### src/rtl/sr_drv_pkg.sv
// Shared definitions for the SR latch drive stage: FSM encoding and defaults.
// Latency: none (types and constants only).
// Backpressure: none.
package sr_drv_pkg;

    typedef enum logic [1:0] {
        IDLE      = 2'd0,
        SET_PULSE = 2'd1,
        CLR_PULSE = 2'd2,
        GAP       = 2'd3
    } drv_state_e;

    localparam int DEF_DEBOUNCE_CYCLES = 4;
    localparam int DEF_PULSE_CYCLES    = 2;
    localparam int DEF_CNT_W           = 8;

endpackage : sr_drv_pkg

### src/rtl/switch_debounce.sv
// Synchronizes and debounces one raw push-button, emits a one-cycle rise pulse.
// Latency: rise_o high DEBOUNCE_CYCLES+2 edges after the input is first sampled high.
// Backpressure: none; the button is free-running and cannot be stalled.
module switch_debounce #(
    parameter int DEBOUNCE_CYCLES = 4,
    parameter int CNT_W           = 8
) (
    input  logic clk_i,
    input  logic rst_i,
    input  logic btn_i,
    output logic rise_o
);

    logic             sync1_q;
    logic             sync2_q;
    logic             deb_q;
    logic             deb_d;
    logic             deb_prev_q;
    logic [CNT_W-1:0] cnt_q;
    logic [CNT_W-1:0] cnt_d;

    // Debounced level flips only after DEBOUNCE_CYCLES consecutive differing samples.
    always_comb begin
        deb_d = deb_q;
        cnt_d = '0;
        if (sync2_q != deb_q) begin
            if (cnt_q == CNT_W'(DEBOUNCE_CYCLES - 1)) begin
                deb_d = sync2_q;
                cnt_d = '0;
            end else begin
                cnt_d = cnt_q + CNT_W'(1);
            end
        end
    end

    // Two-flop synchronizer, debounce state and delayed level for edge detect.
    always_ff @(posedge clk_i or posedge rst_i) begin
        if (rst_i) begin
            sync1_q    <= 1'b0;
            sync2_q    <= 1'b0;
            deb_q      <= 1'b0;
            deb_prev_q <= 1'b0;
            cnt_q      <= '0;
        end else begin
            sync1_q    <= btn_i;
            sync2_q    <= sync1_q;
            deb_q      <= deb_d;
            deb_prev_q <= deb_q;
            cnt_q      <= cnt_d;
        end
    end

    // Releases (falling debounced edges) intentionally produce nothing.
    assign rise_o = deb_q & ~deb_prev_q;

endmodule : switch_debounce

### src/rtl/sr_latch_driver.sv
// Turns debounced set/clear presses into fixed-width active-low pulses for a NAND SR latch.
// Latency: s_n/r_n fall DEBOUNCE_CYCLES+3 edges after the button is first sampled high.
// Backpressure: presses during a pulse are held pending; simultaneous requests are dropped with conflict.
module sr_latch_driver
    import sr_drv_pkg::*;
#(
    parameter int DEBOUNCE_CYCLES = DEF_DEBOUNCE_CYCLES,
    parameter int PULSE_CYCLES    = DEF_PULSE_CYCLES,
    parameter int CNT_W           = DEF_CNT_W
) (
    input  logic clk,
    input  logic rst,
    input  logic set_btn,
    input  logic clr_btn,
    output logic s_n,
    output logic r_n,
    output logic busy,
    output logic conflict
);

    logic             set_req;
    logic             clr_req;
    logic             eff_set;
    logic             eff_clr;
    logic             launch;
    drv_state_e       state_q;
    drv_state_e       state_d;
    logic [CNT_W-1:0] pcnt_q;
    logic [CNT_W-1:0] pcnt_d;
    logic             pend_set_q;
    logic             pend_set_d;
    logic             pend_clr_q;
    logic             pend_clr_d;
    logic             conflict_d;
    logic             s_n_q;
    logic             r_n_q;
    logic             busy_q;
    logic             conflict_q;

    switch_debounce #(
        .DEBOUNCE_CYCLES (DEBOUNCE_CYCLES),
        .CNT_W           (CNT_W)
    ) u_set_deb (
        .clk_i  (clk),
        .rst_i  (rst),
        .btn_i  (set_btn),
        .rise_o (set_req)
    );

    switch_debounce #(
        .DEBOUNCE_CYCLES (DEBOUNCE_CYCLES),
        .CNT_W           (CNT_W)
    ) u_clr_deb (
        .clk_i  (clk),
        .rst_i  (rst),
        .btn_i  (clr_btn),
        .rise_o (clr_req)
    );

    assign eff_set = set_req | pend_set_q;
    assign eff_clr = clr_req | pend_clr_q;

    // Next-state: pulses run PULSE_CYCLES, then one GAP; requests are arbitrated in IDLE and at GAP exit.
    always_comb begin
        state_d    = state_q;
        pcnt_d     = pcnt_q;
        pend_set_d = pend_set_q;
        pend_clr_d = pend_clr_q;
        conflict_d = 1'b0;
        launch     = 1'b0;
        case (state_q)
            IDLE, GAP: begin
                launch = 1'b1;
            end
            SET_PULSE, CLR_PULSE: begin
                pend_set_d = pend_set_q | set_req;
                pend_clr_d = pend_clr_q | clr_req;
                if (pcnt_q == '0) begin
                    state_d = GAP;
                end else begin
                    pcnt_d = pcnt_q - CNT_W'(1);
                end
            end
            default: begin
                state_d = IDLE;
            end
        endcase
        if (launch) begin
            if (eff_set && eff_clr) begin
                conflict_d = 1'b1;
                pend_set_d = 1'b0;
                pend_clr_d = 1'b0;
                state_d    = IDLE;
            end else if (eff_set) begin
                state_d    = SET_PULSE;
                pcnt_d     = CNT_W'(PULSE_CYCLES - 1);
                pend_set_d = 1'b0;
            end else if (eff_clr) begin
                state_d    = CLR_PULSE;
                pcnt_d     = CNT_W'(PULSE_CYCLES - 1);
                pend_clr_d = 1'b0;
            end else begin
                state_d    = IDLE;
            end
        end
    end

    // State, counters and outputs; drives are decoded from next-state so they never overlap.
    always_ff @(posedge clk or posedge rst) begin
        if (rst) begin
            state_q    <= IDLE;
            pcnt_q     <= '0;
            pend_set_q <= 1'b0;
            pend_clr_q <= 1'b0;
            s_n_q      <= 1'b1;
            r_n_q      <= 1'b1;
            busy_q     <= 1'b0;
            conflict_q <= 1'b0;
        end else begin
            state_q    <= state_d;
            pcnt_q     <= pcnt_d;
            pend_set_q <= pend_set_d;
            pend_clr_q <= pend_clr_d;
            s_n_q      <= (state_d != SET_PULSE);
            r_n_q      <= (state_d != CLR_PULSE);
            busy_q     <= (state_d != IDLE);
            conflict_q <= conflict_d;
        end
    end

    assign s_n      = s_n_q;
    assign r_n      = r_n_q;
    assign busy     = busy_q;
    assign conflict = conflict_q;

endmodule : sr_latch_driver

### config.mk
export PLATFORM = sky130hd
export DESIGN_NAME = sr_latch_driver
export DESIGN_NICKNAME = d
export VERILOG_FILES = /design/src/rtl/sr_drv_pkg.sv /design/src/rtl/switch_debounce.sv /design/src/rtl/sr_latch_driver.sv
export SDC_FILE = /design/constraint.sdc
export NUM_CORES = 1
export LEC_CHECK = 0
export CORE_MARGIN = 3
export CORE_UTILIZATION = 40
export CTS_BUF_LIST = sky130_fd_sc_hd__clkbuf_8
export CTS_CLUSTER_DIAMETER = 200
export DETAILED_ROUTE_END_ITERATION = 7
export MAX_ROUTING_LAYER = met4
export PLACE_DENSITY = 0.53
export SYNTH_ARGS = -nofsm -noshare
export SYNTH_HDL_FRONTEND = slang
export SYNTH_SLANG_ARGS = --single-unit
### constraint.sdc
create_clock -name clk -period 3.4 [get_ports clk]
set_input_delay 0.68 -clock clk [delete_from_list [all_inputs] [get_ports clk]]
set_output_delay 0.68 -clock clk [all_outputs]
set_load 0.03 [all_outputs]
# Word-level counts from Yosys, hierarchy flattened

Cells that the tools add are included.

Bitwise operators: 6
Add/subtract/negate cells: 3
Reduce and logical (&&, ||, !) cells: 8
Mux-type cells: 28
Equal/unequal tests: 9

Operators with widths:

| kind                                                  | count |
|---|---|
| two-way mux 8 bit                                     | 10 |
| adder 8 x 1 -> 8 bit, second input constant           | 2 |
| equality test 8 x 2 -> 1 bit, second input constant   | 2 |
| two-way mux 1 bit                                     | 12 |
| two-way mux 2 bit                                     | 6 |
| zero test 8 bit                                       | 1 |
| subtractor 8 x 1 -> 8 bit, second input constant      | 1 |
| equality test 2 bit, second input constant            | 2 |
| AND reduction 2 bit                                   | 2 |
| OR reduction 2 bit                                    | 2 |
| bitwise AND 1 bit                                     | 2 |
| equality test 2 x 1 -> 1 bit, second input constant   | 1 |
| zero test 2 bit                                       | 1 |
| inequality test 1 bit                                 | 2 |
| inequality test 2 x 1 -> 1 bit, second input constant | 1 |
| inequality test 2 bit, second input constant          | 1 |
| inverter 1 bit                                        | 2 |
| OR 1 bit                                              | 2 |
| nonzero test 2 bit                                    | 1 |
| logical AND 1 bit                                     | 1 |

Flip-flop bits (word level): 40
Output and inout bits: 4
Input bits: 4

# Depth between registers and ports, before layout

Depth in word-level cells: 8
Depth in mapped cells: 5
Mapped depth without buffers: 5

# Cells and area by module

From an unflattened synthesis, not the netlist that was laid out.

Cell total of the unflattened synthesis: 170
Area total of the unflattened synthesis: 1829.3 um2

By module, submodules not included:

| module          | cells each | area each (um2) | times used | seq. area each (um2) |
|---|---|---|---|---|
| switch_debounce | 47         | 528.0           | 2          | 300.3 |
| sr_latch_driver | 76         | 773.2           | 1          | 402.9 |

# Least setup slack after synthesis

Ideal clock, no wire load.

Path type: reg-to-reg
Start: reg pcnt_q[3]
End: reg pcnt_q[2]
Buffers on the path: 0
Arrival time: 1321 ps
Cell stages (with the launch flop): 5
Clock period less this slack: 1453 ps
Path slack: 1947 ps
Cells stage by stage: dfrtp_1 -> nor4_4 -> a31oi_2 -> a31oi_2 -> nor2_1

Longest elaborated chain between the ends: 7

Ends and longest elaborated chain:

| item                   | RTL line               | source |
|---|---|---|
| from (decl)            | sr_latch_driver.sv:28  | `logic [CNT_W-1:0] pcnt_q;` |
| from (signal assigned) | sr_latch_driver.sv:121 | `pcnt_q <= pcnt_d;` |
| zero test 8 bit (*)    | sr_latch_driver.sv:78  | `if (pcnt_q == '0) begin` |
| two-way mux 8 bit (*)  | sr_latch_driver.sv:78  |  |
| two-way mux 8 bit (*)  | sr_latch_driver.sv:71  | `case (state_q)` |
| two-way mux 8 bit      | sr_latch_driver.sv:98  | `end else if (eff_clr) begin` |
| two-way mux 8 bit      | sr_latch_driver.sv:94  | `end else if (eff_set) begin` |
| two-way mux 8 bit      | sr_latch_driver.sv:89  | `if (eff_set && eff_clr) begin` |
| two-way mux 8 bit (*)  | sr_latch_driver.sv:88  | `if (launch) begin` |
| via pcnt_d[2]          | sr_latch_driver.sv:29  | `logic [CNT_W-1:0] pcnt_d;` |

Mark *: on every way through the listed nets, which the timed path passes. The rest lies on a longest branch.
A chain may end at the register's enable or synchronous reset.

# Final worst setup path

Start: reg s_n_q (netlist: s_n)
End: out s_n

RTL lines:

| item                   | RTL line               | source |
|---|---|---|
| from (decl)            | sr_latch_driver.sv:35  | `logic s_n_q;` |
| from (signal assigned) | sr_latch_driver.sv:124 | `s_n_q <= (state_d != SET_PULSE);` |
| to (decl)              | sr_latch_driver.sv:15  | `output logic s_n,` |

No word-level cell between the ends.

==> results.cfg <==
[setup_path]
endpoint_kind = primary output
crit_required_ns = 2.72
cp_slowest_cell = clkdlybuf4s50_1
cp.buffers_inverters = 1
crit_chain = clkdlybuf4s50_1
cpPeakStageDelay_ns = 0.65
cp-start-kind = register
path_delay_family = buffers and inverters
crit_arrival_ns = 1.45
path_class = register to primary output
critPathMaxFanout = 1
r2r-start = state_q[1]$_DFF_PP0_
startpoint = s_n$_DFF_PP1_

[synth]
netlist_area_um2 = 1810
synthesis.nets = 168
postSynthCellCount = 160
synth_seq_cells = 40
yosys.cell_types.count = 35
avgSynthCellArea_um2 = 11.3
synth_edf_count = 0
ys_async_sr_fraction = 1.00
yosysWarnings = 0
synth-main-ff-cell = dfrtp_1
yosysSeqAreaShare = 0.556

[min_path]
worstHoldStart = u_clr_deb.sync1_q$_DFF_PP0_
hold_class = register to register

[routing]
wl_per_cell_um = 12.2
antenna_left = 0
top_layer = met4
drt_first_pass_iters = 5
route.met3.wl_um = 116
route.detailed.drc = 0
routed_wl_um = 2730
vias = 1125
initialDrtViolationCount = 69
viasPerCell = 5.04
wl_met2_um = 1180
wl_met1_um = 1380

[global_route]
grt_max_degree = 41
grt_overflow = 0
antenna_found_initial = 0
grtUsageTotal = 0.126
grt_pass1_wl_um = 4960
grt_pass1_vias = 1060

[power_and_ir_drop]
power_density_nw_per_um2 = 875
p_leak_nw = 0.905
vdd_drop_max_v = 0.000296

[finish]
fin_nets = 181
synthToLayoutAreaGrowth_pct = 12.1
drive_gt1_frac = 0.121
finalNonFillerCells = 223
fillers = 372
antennaDiodeCount = 0

[timing]
fin_ws_ns = 1.27
rsz0062_at_grt = false
fin_crit_sh = 0.626
totalNegativeSetupSlack_ns = 0
tightestPinTransition_ns = 0.499
relSlewSlack = 0.665
hold_violations = 0
fin_skew_ns = 0.00840
slew_viol_final = 0
finalCriticalPeriod_ns = 2.13
setup_viol = 0
max_freq_mhz = 469

[clocking]
cts_setup_buffers = 0
clock_latency_ns = 0.28
clockBufferDepth = 2
htree_num_levels = 2
cts_tree = done
root_buffer = clkbuf_8
path_clk_slew_ns = 0.07
cts_hold_buf = 0
cts.sinks = 40
cts_inserted_buffers = 5
post_cts_resized = 0

[placement]
pre_cts_ws_ns = 1.57
placed_cells = 216
gp_congestion = 0.761
port_buffers = 7
dpl.hpwl_um = 1930

[floorplanning]
start_util = 0.433
design.die.area_um2 = 5360
die_h_um = 73.2
die_x_um = 73.2
core_area_um2 = 4170
rows = 23
top_level_ports = 8

[run]
drv_cap = 0

[outcome]
outcome = completed
==> worst paths after layout <==
check                                                     to  slack, ns  cells after the start
worst max-delay path                                     s_n       1.27                      1
worst min-delay path             u_clr_deb.sync2_q$_DFF_PP0_       0.35                      0
worst max register to register           pcnt_q[3]$_DFF_PP0_       1.66                      4
worst min register to register   u_clr_deb.sync2_q$_DFF_PP0_       0.35                      0
max in group asynchronous                      s_n$_DFF_PP1_       2.21                      3
min in group asynchronous       u_set_deb.cnt_q[4]$_DFF_PP0_       0.83                      3
==> state kept, by name, indices dropped and copies added, names as in the netlist, 2 cells and up <==
name / count
pcnt_q: 8
u_clr_deb.cnt_q: 8
state_q: 2
u_set_deb.cnt_q: 8
==> power by group <==
part	switching (mW)	internal [mW]	leakage, nW	total, mW
clock	0.147	0.181	0.0503	0.328
sequential	0.119	0.610	0.513	0.730
combinational	0.410	0.303	0.342	0.712
==> cell usage after synthesis (2+ instances only) <==
cell       n  area [um^2]
a211oi_1   2         15.0
nor3_1     5         25.0
xnor2_1    6         52.6
xor2_1    15          131
nand2b_1   2         12.5
a31oi_2    2         25.0
o21a_1     2         15.0
ha_1       4         50.1
a21oi_1    5         25.0
nor4b_1    2         17.5
and3_1     5         31.3
mux2_2     2         22.5
dfrtp_1   38          951
nand2_1    7         26.3
dfstp_2    2         52.6
inv_1      4         15.0
nand3_1   12         60.1
and2_1     2         12.5
o21ai_0    2         10.0
nor2_1    26         97.6
==> placed cells by master, fill, tap and decap left out, drive strengths merged, types with 4 or more instances in the layout <==
master         netlist  final
and3                 5      5
clkdlybuf4s50        0      7
dfrtp               38     38
a21oi                6      6
clkbuf               0      7
xnor2                6      6
nor3                 5      5
ha                   4      4
nand2                8      8
xor2                16     16
nor2                26     26
nand3               12     12
inv                  4      4
==> routing by layer <==
| layer | up-vias | track usage |
|---|---|---|
| li1 | 567 | - |
| met1 | 526 | 0.175 |
| met2 | 24 | 0.168 |
| met3 | 8 | 0.0427 |
| met4 | 0 | 0.0492 |
| met5 | - | - |
==> cell families (layout without fill, tap and decap cells) <==
logic type               Yosys count  count (layout)  synth area share
adder cells (fa/ha/maj)            4               4            0.0277
XOR/XNOR                          22              22             0.117
AND/OR/NAND/NOR                   68              68             0.197
multiplexers                       2               2            0.0125
AO/OA/AOI/OAI                     18              18            0.0714
flip-flops                        40              40             0.556
buffers and inverters              6              19            0.0187
==> cell type report <==
| type | instances | area [um^2] | area share |
|---|---|---|---|
| Tap cell | 50 | 62.6 | 0.0309 |
| Clock buffer | 7 | 96.3 | 0.0476 |
| Multi-Input combinational cell | 114 | 768 | 0.380 |
| Sequential cell | 40 | 1000 | 0.496 |
| Inverter | 4 | 15.0 | 0.00742 |
| Timing Repair Buffer | 8 | 77.6 | 0.0383 |
==> metrics by stage <==
step / util / cell area, um^2 / total power [mW] / hold slack (ns)
floorplan: - / 1810 / 1.31 / 0.331
global placement: 0.462 / 1930 / 1.45 / 0.332
detailed placement: 0.462 / 1930 / 1.46 / 0.335
CTS: 0.485 / 2020 / 1.79 / 0.351
global route: 0.485 / 2020 / 1.93 / 0.360
finish: 0.485 / 2020 / 1.77 / 0.349
No activity file was read; power rests on OpenSTA's default activity.
